`src/rtl/hazard_scoreboard.sv`:
```
// rtl/hazard_scoreboard.sv - decode-stage RAW interlock and halt drain sequencer
//
// Tracks the destination register of each in-flight instruction from EX to WB.
// Stalls decode on read-after-write hazards and sequences the HALT drain.
//
// Optional feature macro: HAZARD_FORWARD_EN
//   defined   - an EX/MEM forwarding network exists; only load-use in EX stalls
//   undefined - full interlock against every stage except WB
//
// Ports:
//   clk, rst        clock (rising edge), asynchronous active-high reset
//   id_valid        valid instruction present in ID
//   id_rs_used/rs   first source register read and its select
//   id_rt_used/rt   second source register read and its select
//   id_wr_en/reg    instruction writes the register file, destination select
//   id_is_load      instruction is a memory load
//   id_halt         instruction is HALT/createdump
//   ex_flush        taken branch/jump in EX squashes ID and EX
//   stall           hold PC and IF/ID, insert a bubble into ID/EX
//   issue           ID instruction advances into EX this cycle
//   pipe_busy       some tracked stage holds a valid write
//   halted          drain complete, sticky until rst
//   stall_cnt       saturating count of RAW stall cycles
//   err             registered flag: id_valid seen while halted
module hazard_scoreboard #(
    parameter int DEPTH = 3,
    parameter int REG_W = 3
) (
    input  logic             clk,
    input  logic             rst,
    input  logic             id_valid,
    input  logic             id_rs_used,
    input  logic [REG_W-1:0] id_rs,
    input  logic             id_rt_used,
    input  logic [REG_W-1:0] id_rt,
    input  logic             id_wr_en,
    input  logic [REG_W-1:0] id_wr_reg,
    input  logic             id_is_load,
    input  logic             id_halt,
    input  logic             ex_flush,
    output logic             stall,
    output logic             issue,
    output logic             pipe_busy,
    output logic             halted,
    output logic [15:0]      stall_cnt,
    output logic             err
);

    typedef enum logic [1:0] {
        S_RUN    = 2'd0,
        S_DRAIN  = 2'd1,
        S_HALTED = 2'd2
    } state_t;

    state_t state, state_nxt;

    // Stage 0 = EX, 1 = MEM, DEPTH-1 = WB
    logic [DEPTH-1:0]            ent_v;
    logic [DEPTH-1:0]            ent_ld;
    logic [DEPTH-1:0]            ent_hlt;
    logic [DEPTH-1:0][REG_W-1:0] ent_reg;

    logic rs_match;
    logic rt_match;
    logic raw;
    logic run;
    logic drain_done;

    // Bits that are carried along the pipe but never consulted
    logic unused_bits;
    assign unused_bits = ^{ent_ld, ent_hlt[DEPTH-1], ent_reg[DEPTH-1]};

`ifdef HAZARD_FORWARD_EN
    // Forwarding covers everything except a load whose data is not back yet
    always_comb begin
        rs_match = ent_v[0] && ent_ld[0] && (ent_reg[0] == id_rs);
        rt_match = ent_v[0] && ent_ld[0] && (ent_reg[0] == id_rt);
    end
`else
    // WB is excluded: the bypassed register file already shows its write
    always_comb begin
        rs_match = 1'b0;
        rt_match = 1'b0;
        for (int i = 0; i < DEPTH - 1; i++) begin
            if (ent_v[i] && (ent_reg[i] == id_rs)) rs_match = 1'b1;
            if (ent_v[i] && (ent_reg[i] == id_rt)) rt_match = 1'b1;
        end
    end
`endif

    assign raw       = (id_rs_used && rs_match) || (id_rt_used && rt_match);
    assign run       = (state == S_RUN);
    assign stall     = id_valid && ((run && raw && !ex_flush) || !run);
    assign issue     = id_valid && run && !raw && !ex_flush;
    assign pipe_busy = |ent_v;
    assign halted    = (state == S_HALTED);

    // The WB entry retires on this edge, so only the older stages decide
    // whether the pipe will be empty afterwards.
    assign drain_done = ~|(ent_v[DEPTH-2:0] | ent_hlt[DEPTH-2:0]);

    always_comb begin
        state_nxt = state;
        case (state)
            S_RUN: begin
                if (issue && id_halt) state_nxt = S_DRAIN;
            end
            S_DRAIN: begin
                if (ex_flush && ent_hlt[0]) state_nxt = S_RUN;
                else if (drain_done)        state_nxt = S_HALTED;
            end
            S_HALTED: state_nxt = S_HALTED;
            default:  state_nxt = S_RUN;
        endcase
    end

    always_ff @(posedge clk or posedge rst) begin
        if (rst) begin
            state <= S_RUN;
        end else begin
            state <= state_nxt;
        end
    end

    always_ff @(posedge clk or posedge rst) begin
        if (rst) begin
            ent_v   <= '0;
            ent_ld  <= '0;
            ent_hlt <= '0;
            ent_reg <= '0;
        end else begin
            // A halt never writes, it only marks its slot with hlt
            ent_v[0]   <= issue && id_wr_en && !id_halt;
            ent_reg[0] <= id_wr_reg;
            ent_ld[0]  <= issue && id_is_load;
            ent_hlt[0] <= issue && id_halt;
            for (int i = 1; i < DEPTH; i++) begin
                ent_v[i]   <= ent_v[i-1];
                ent_reg[i] <= ent_reg[i-1];
                ent_ld[i]  <= ent_ld[i-1];
                ent_hlt[i] <= ent_hlt[i-1];
            end
            // The squashed EX instruction must not reach MEM
            if (ex_flush) begin
                ent_v[1]   <= 1'b0;
                ent_ld[1]  <= 1'b0;
                ent_hlt[1] <= 1'b0;
            end
        end
    end

    always_ff @(posedge clk or posedge rst) begin
        if (rst) begin
            stall_cnt <= '0;
            err       <= 1'b0;
        end else begin
            if (run && id_valid && raw && !ex_flush && (stall_cnt != 16'hFFFF)) begin
                stall_cnt <= stall_cnt + 16'd1;
            end
            err <= id_valid && (state == S_HALTED);
        end
    end

endmodule

```
`config.mk`:
```
export PLATFORM = sky130hd
export DESIGN_NAME = hazard_scoreboard
export DESIGN_NICKNAME = d
export VERILOG_FILES = /design/src/rtl/hazard_scoreboard.sv
export SDC_FILE = /design/constraint.sdc
export NUM_CORES = 1
export LEC_CHECK = 0
export ABC_AREA = 1
export CAP_MARGIN = 20
export CORE_AREA = 2 2 89 91
export CTS_CLUSTER_DIAMETER = 120
export DETAILED_ROUTE_END_ITERATION = 7
export DIE_AREA = 0 0 91 93
export GPL_TIMING_DRIVEN = 0
export HOLD_SLACK_MARGIN = 0.08
export PLACE_DENSITY_LB_ADDON = 0.08
export SLEW_MARGIN = 0
export SYNTH_ARGS = -nofsm -noshare
export SYNTH_HDL_FRONTEND = slang
export SYNTH_SLANG_ARGS = --single-unit
```
`constraint.sdc`:
```
create_clock -name clk -period 2.2 [get_ports clk]
set_input_delay 0.44 -clock clk [delete_from_list [all_inputs] [get_ports clk]]
set_output_delay 0.44 -clock clk [all_outputs]
set_load 0.01 [all_outputs]
```
# Word-level counts from Yosys, hierarchy flattened
# Index checks and enable logic that the tools add are counted.
totals:
  ff_bits: 30
  out_inout_bits: 21
classes:
  n_addsub: 1
  eq_ne: 9
  mux: 10
  bitwise_logic: 1
  n_reduce_logical: 30
op_table:
  columns: ["cell", "count"]
  rows:
  - ["$logic_and A1 B1 Y1", 20]
  - ["$add A16 B1 Y16 const B", 1]
  - ["$ne A16 B16 Y1 const B", 1]
  - ["$eq A3 B3 Y1", 4]
  - ["$mux W1", 6]
  - ["$mux W2", 3]
  - ["$pmux W2 S3", 1]
  - ["$logic_not A1 Y1", 4]
  - ["$ne A3 B3 Y1 const B", 1]
  - ["$reduce_or A3 Y1", 1]
  - ["$eq A2 B1 Y1 const B", 1]
  - ["$eq A2 B2 Y1 const B", 1]
  - ["$logic_not A2 Y1", 1]
  - ["$logic_or A1 B1 Y1", 2]
  - ["$ne A2 B1 Y1 const B", 1]
  - ["$or A2 B2 Y2", 1]
  - ["$reduce_and A2 Y1", 1]
  - ["$reduce_or A2 Y1", 1]

# Depth between registers and ports, before layout
logic_depth:
  depth_word: 12
  mapped_depth: 13
  mapped_depth_nobuf: 13

# Least setup slack after synthesis
# Ideal clock, no wire load.
synth_timing:
  kind: "in2out"
  from: "in id_rt[0]"
  to: "out stall"
  arrival_time_ns: 1.118
  required_time_ns: 1.760
  path_slack_ns: 0.642
  cell_stages: 10
  path_cell_list: "inv_1 > nand2_1 > nand2_1 > nor2_1 > nand2_1 > nand2_1 > nand2_2 > nand2_4 > inv_2 > o22ai_1"
synth_between:
  elab_chain_cells: 10
  elab_cells_between_ends: 12
  classes_between: "eq/ne (2); mux (2); reduce/logical (8)"
synth_lines:
  columns: ["item", "line", "text"]
  rows:
  - ["start, declared", "35", "input logic [REG_W-1:0] id_rt,"]
  - ["$eq A3 B3 Y1", "86", "if (ent_v[i] && (ent_reg[i] == id_rt)) rt_match = 1'b1;"]
  - ["$logic_and A1 B1 Y1", "86", null]
  - ["$mux W1", "86", null]
  - ["$mux W1 *", "86", null]
  - ["$logic_and A1 B1 Y1 *", "91", "assign raw = (id_rs_used && rs_match) || (id_rt_used && rt_match);"]
  - ["$logic_or A1 B1 Y1 *", "91", null]
  - ["$logic_and A1 B1 Y1 * (2 in series)", "93", "assign stall = id_valid && ((run && raw && !ex_flush) || !run);"]
  - ["$logic_or A1 B1 Y1 *", "93", null]
  - ["$logic_and A1 B1 Y1 *", "93", null]
  - ["end, declared", "41", "output logic stall,"]
# Mark *: on every way between the ends. The rest lies on a longest branch, timed or not.

# Worst setup path after layout
layout_timing:
  from: "in ex_flush"
  to: "out issue"
layout_between:
  elab_chain_cells: 2
layout_lines:
  columns: ["item", "line", "text"]
  rows:
  - ["start, declared", "40", "input logic ex_flush,"]
  - ["$logic_not A1 Y1", "94", "assign issue = id_valid && run && !raw && !ex_flush;"]
  - ["$logic_and A1 B1 Y1", "94", null]
  - ["end, declared", "42", "output logic issue,"]
# Every way passes these cells.

==> flow_metrics.py <==
metrics = {
    "run_status": {
        "run_status": "finished, final reports clean",
    },
    "finish": {
        "largest_register_ff_count": 16,
        "layout_commonest_cell": "nand2_1",
        "final_layout_size_suffix_gt1_share_pct": 24.7,
        "nNetsFinal": 293,
        "final_core_util_pct": 33.6,
        "antennaDiodeCount": 0,
        "most-common-layout-cells": "nand2_1, inv_1, dfrtp_1",
        "final_cells": 377,
        "syn_to_final_growth_pct": 37.9,
    },
    "cts": {
        "root_buffer": "clkbuf_8",
        "clk_path_buf_depth": 2,
        "ctsHtreeMaxLevel": 2,
        "hold_buffers": 0,
        "worstSkewPairLatency_ns": 0.28,
        "cts_buffers": 5,
        "clk_pin_slew_ns": 0.07,
        "cts.sinks": 30,
        "cts_tree": "built",
    },
    "logic_synthesis": {
        "synth_cells": 226,
        "synth_seq_cells": 30,
        "synth_edf_count": 0,
        "synth-main-ff-cell": "dfrtp_1",
        "avgSynthCellArea_um2": 8.11,
        "syn-cell-area_um2": 1830,
        "yosysUniqueCellTypes": 29,
        "async_reset_ff_share_pct": 100,
        "yosysSeqAreaShare_pct": 41.0,
        "yosys_warnings": 0,
        "syn-num-nets": 245,
    },
    "pwr": {
        "p_per_area_nw_per_um2": 560,
        "p_leak_nw": 1.10,
        "finalPower_mw": 1.42,
        "ir_worst_vdd_mv": 0.278,
    },
    "sta": {
        "fin_tns_setup_ns": 0,
        "setup_viol": 0,
        "post-route-period-util_pct": 95.0,
        "finalMaxSlewViolations": 0,
        "finalWorstPathRequiredPeriod_ns": 2.09,
        "tightestPinTransition_ns": 0.482,
        "setup_ws_ns": 0.111,
        "timing.slew.headroom_pct": 67.9,
        "max_freq_mhz": 479,
        "hold_viol": 0,
        "grt_setup_unrepaired": "false",
        "clock_skew_ns": 0.00439,
    },
    "worst_setup_path": {
        "regToRegSetupSlack_ns": 0.54,
        "cp_max_fo": 4,
        "crit_type": "in -> out",
        "endpoint_kind": "primary output",
        "crit_start": "ex_flush",
        "start_kind": "input port",
        "arrival_ns": 1.65,
        "r2r-start": "stall_cnt[0]$_DFFE_PP0P_",
        "required_ns": 1.76,
    },
    "drt": {
        "ant_nets": 0,
        "drt-total-wl_um": 4350,
        "viasPerCell": 3.94,
        "first_pass_iters": 4,
        "drt_iter0_drc": 57,
        "drc": 0,
        "vias": 1486,
        "avgRoutedWirePerCell_um": 11.5,
    },
    "job": {
        "max_cap_violations": 0,
    },
    "placed_design": {
        "portBuffers": 37,
        "pre_cts_ws_ns": -0.490,
        "placedCellCount": 366,
        "dp_hpwl_um": 3280,
        "place_congestion": 0.817,
    },
    "global_routing": {
        "grt_usage_pct": 11.3,
        "grt_pass1_vias": 1543,
        "grt_overflow": 0,
        "antenna_found_initial": 0,
        "grt_first_pass_wirelength_um": 7540,
        "grt_max_degree": 22,
    },
    "floorplan": {
        "io_pins": 39,
        "core_area_um2": 7530,
        "die_h_um": 93,
        "die_area_um2": 8460,
        "initial_core_util_pct": 24.4,
        "rows": 32,
        "die_w_um": 91,
    },
    "worst_hold_path": {
        "holdCritPathClass": "reg -> reg",
        "min-delay-start": "ent_reg[0]$_DFF_PP0_",
    },
}
-- synthesized netlist by cell type (2+ instances only) --
library cell	number	area share, %
inv_1	30	6.1
nand3_1	7	1.9
nor2_1	28	5.7
o21ai_2	15	7.2
nand3_2	2	1.1
xor2_1	6	2.9
nor3_4	2	1.8
inv_2	4	0.82
xnor2_1	10	4.8
dfrtp_1	30	41
nand2_1	53	11
nor3_1	3	0.82
buf_8	2	1.6
nor2_2	3	1.0
nand2_2	17	5.8
-- metrics by stage --
stage               hold WS (ns)  cell area, um^2
global route               0.434             2530
floorplan                  0.374             1830
detailed placement         0.401             2360
finish                     0.408             2530
global placement           0.388             2330
CTS                        0.409             2510
-- final cells by class --
cell class | instances | area, um^2
inverters | 35 | 133
fillers | 846 | 5000
flip-flops and latches | 30 | 751
clock buffers | 6 | 82.6
multi-input cells | 158 | 920
well taps | 102 | 128
clock inverters | 2 | 60.1
plain buffers | 3 | 41.3
repair buffers | 41 | 413
-- kinds of logic (layout without fill, tap and decap cells) --
family,after synthesis,after routing,share of synthesized area [%]
AO/OA/AOI/OAI,20,20,8.74
XOR/XNOR,16,16,7.64
adder cells (fa/ha/maj),1,1,0.682
buffers and inverters,38,87,9.49
flip-flops,30,30,41.0
AND/OR/NAND/NOR,121,121,32.5
-- critical path, stage by stage --
cell	delay (ns)
clkdlybuf4s50_1	0.49
or2_4	0.30
nor3_4	0.19
nand2_1	0.08
inv_2	0.06
buf_6	0.09
-- path summary, 6_finish.rpt --
check | to | cells after the start
max reg2reg | stall_cnt[15]$_DFFE_PP0P_ | 7
max | issue | 6
min in group asynchronous | stall_cnt[8]$_DFFE_PP0P_ | 2
max in group asynchronous | ent_reg[0]$_DFF_PP0_ | 3
min reg2reg | ent_reg[3]$_DFF_PP0_ | 0
min | ent_reg[3]$_DFF_PP0_ | 0
-- metal layers --
layer  share of wire (%)  global-route usage, %
met5                   0                      0
met4                 1.2                   3.79
met3                 3.6                   2.82
met2                  46                   18.1
met1                  49                   14.8
-- power by group --
part           internal (mW)  switching [mW]
combinational         0.0671          0.0637
sequential             0.566          0.0181
clock                  0.483           0.217
total                   1.12           0.299
-- what timing repair did --
action | 4_1_cts | 5_1_grt
resized for setup | 15 | 3
buffers inserted | 3 | 0
pin swaps | 4 | 4
setup endpoints to repair | 2 | 2
Power figures use the tool's default switching activity.
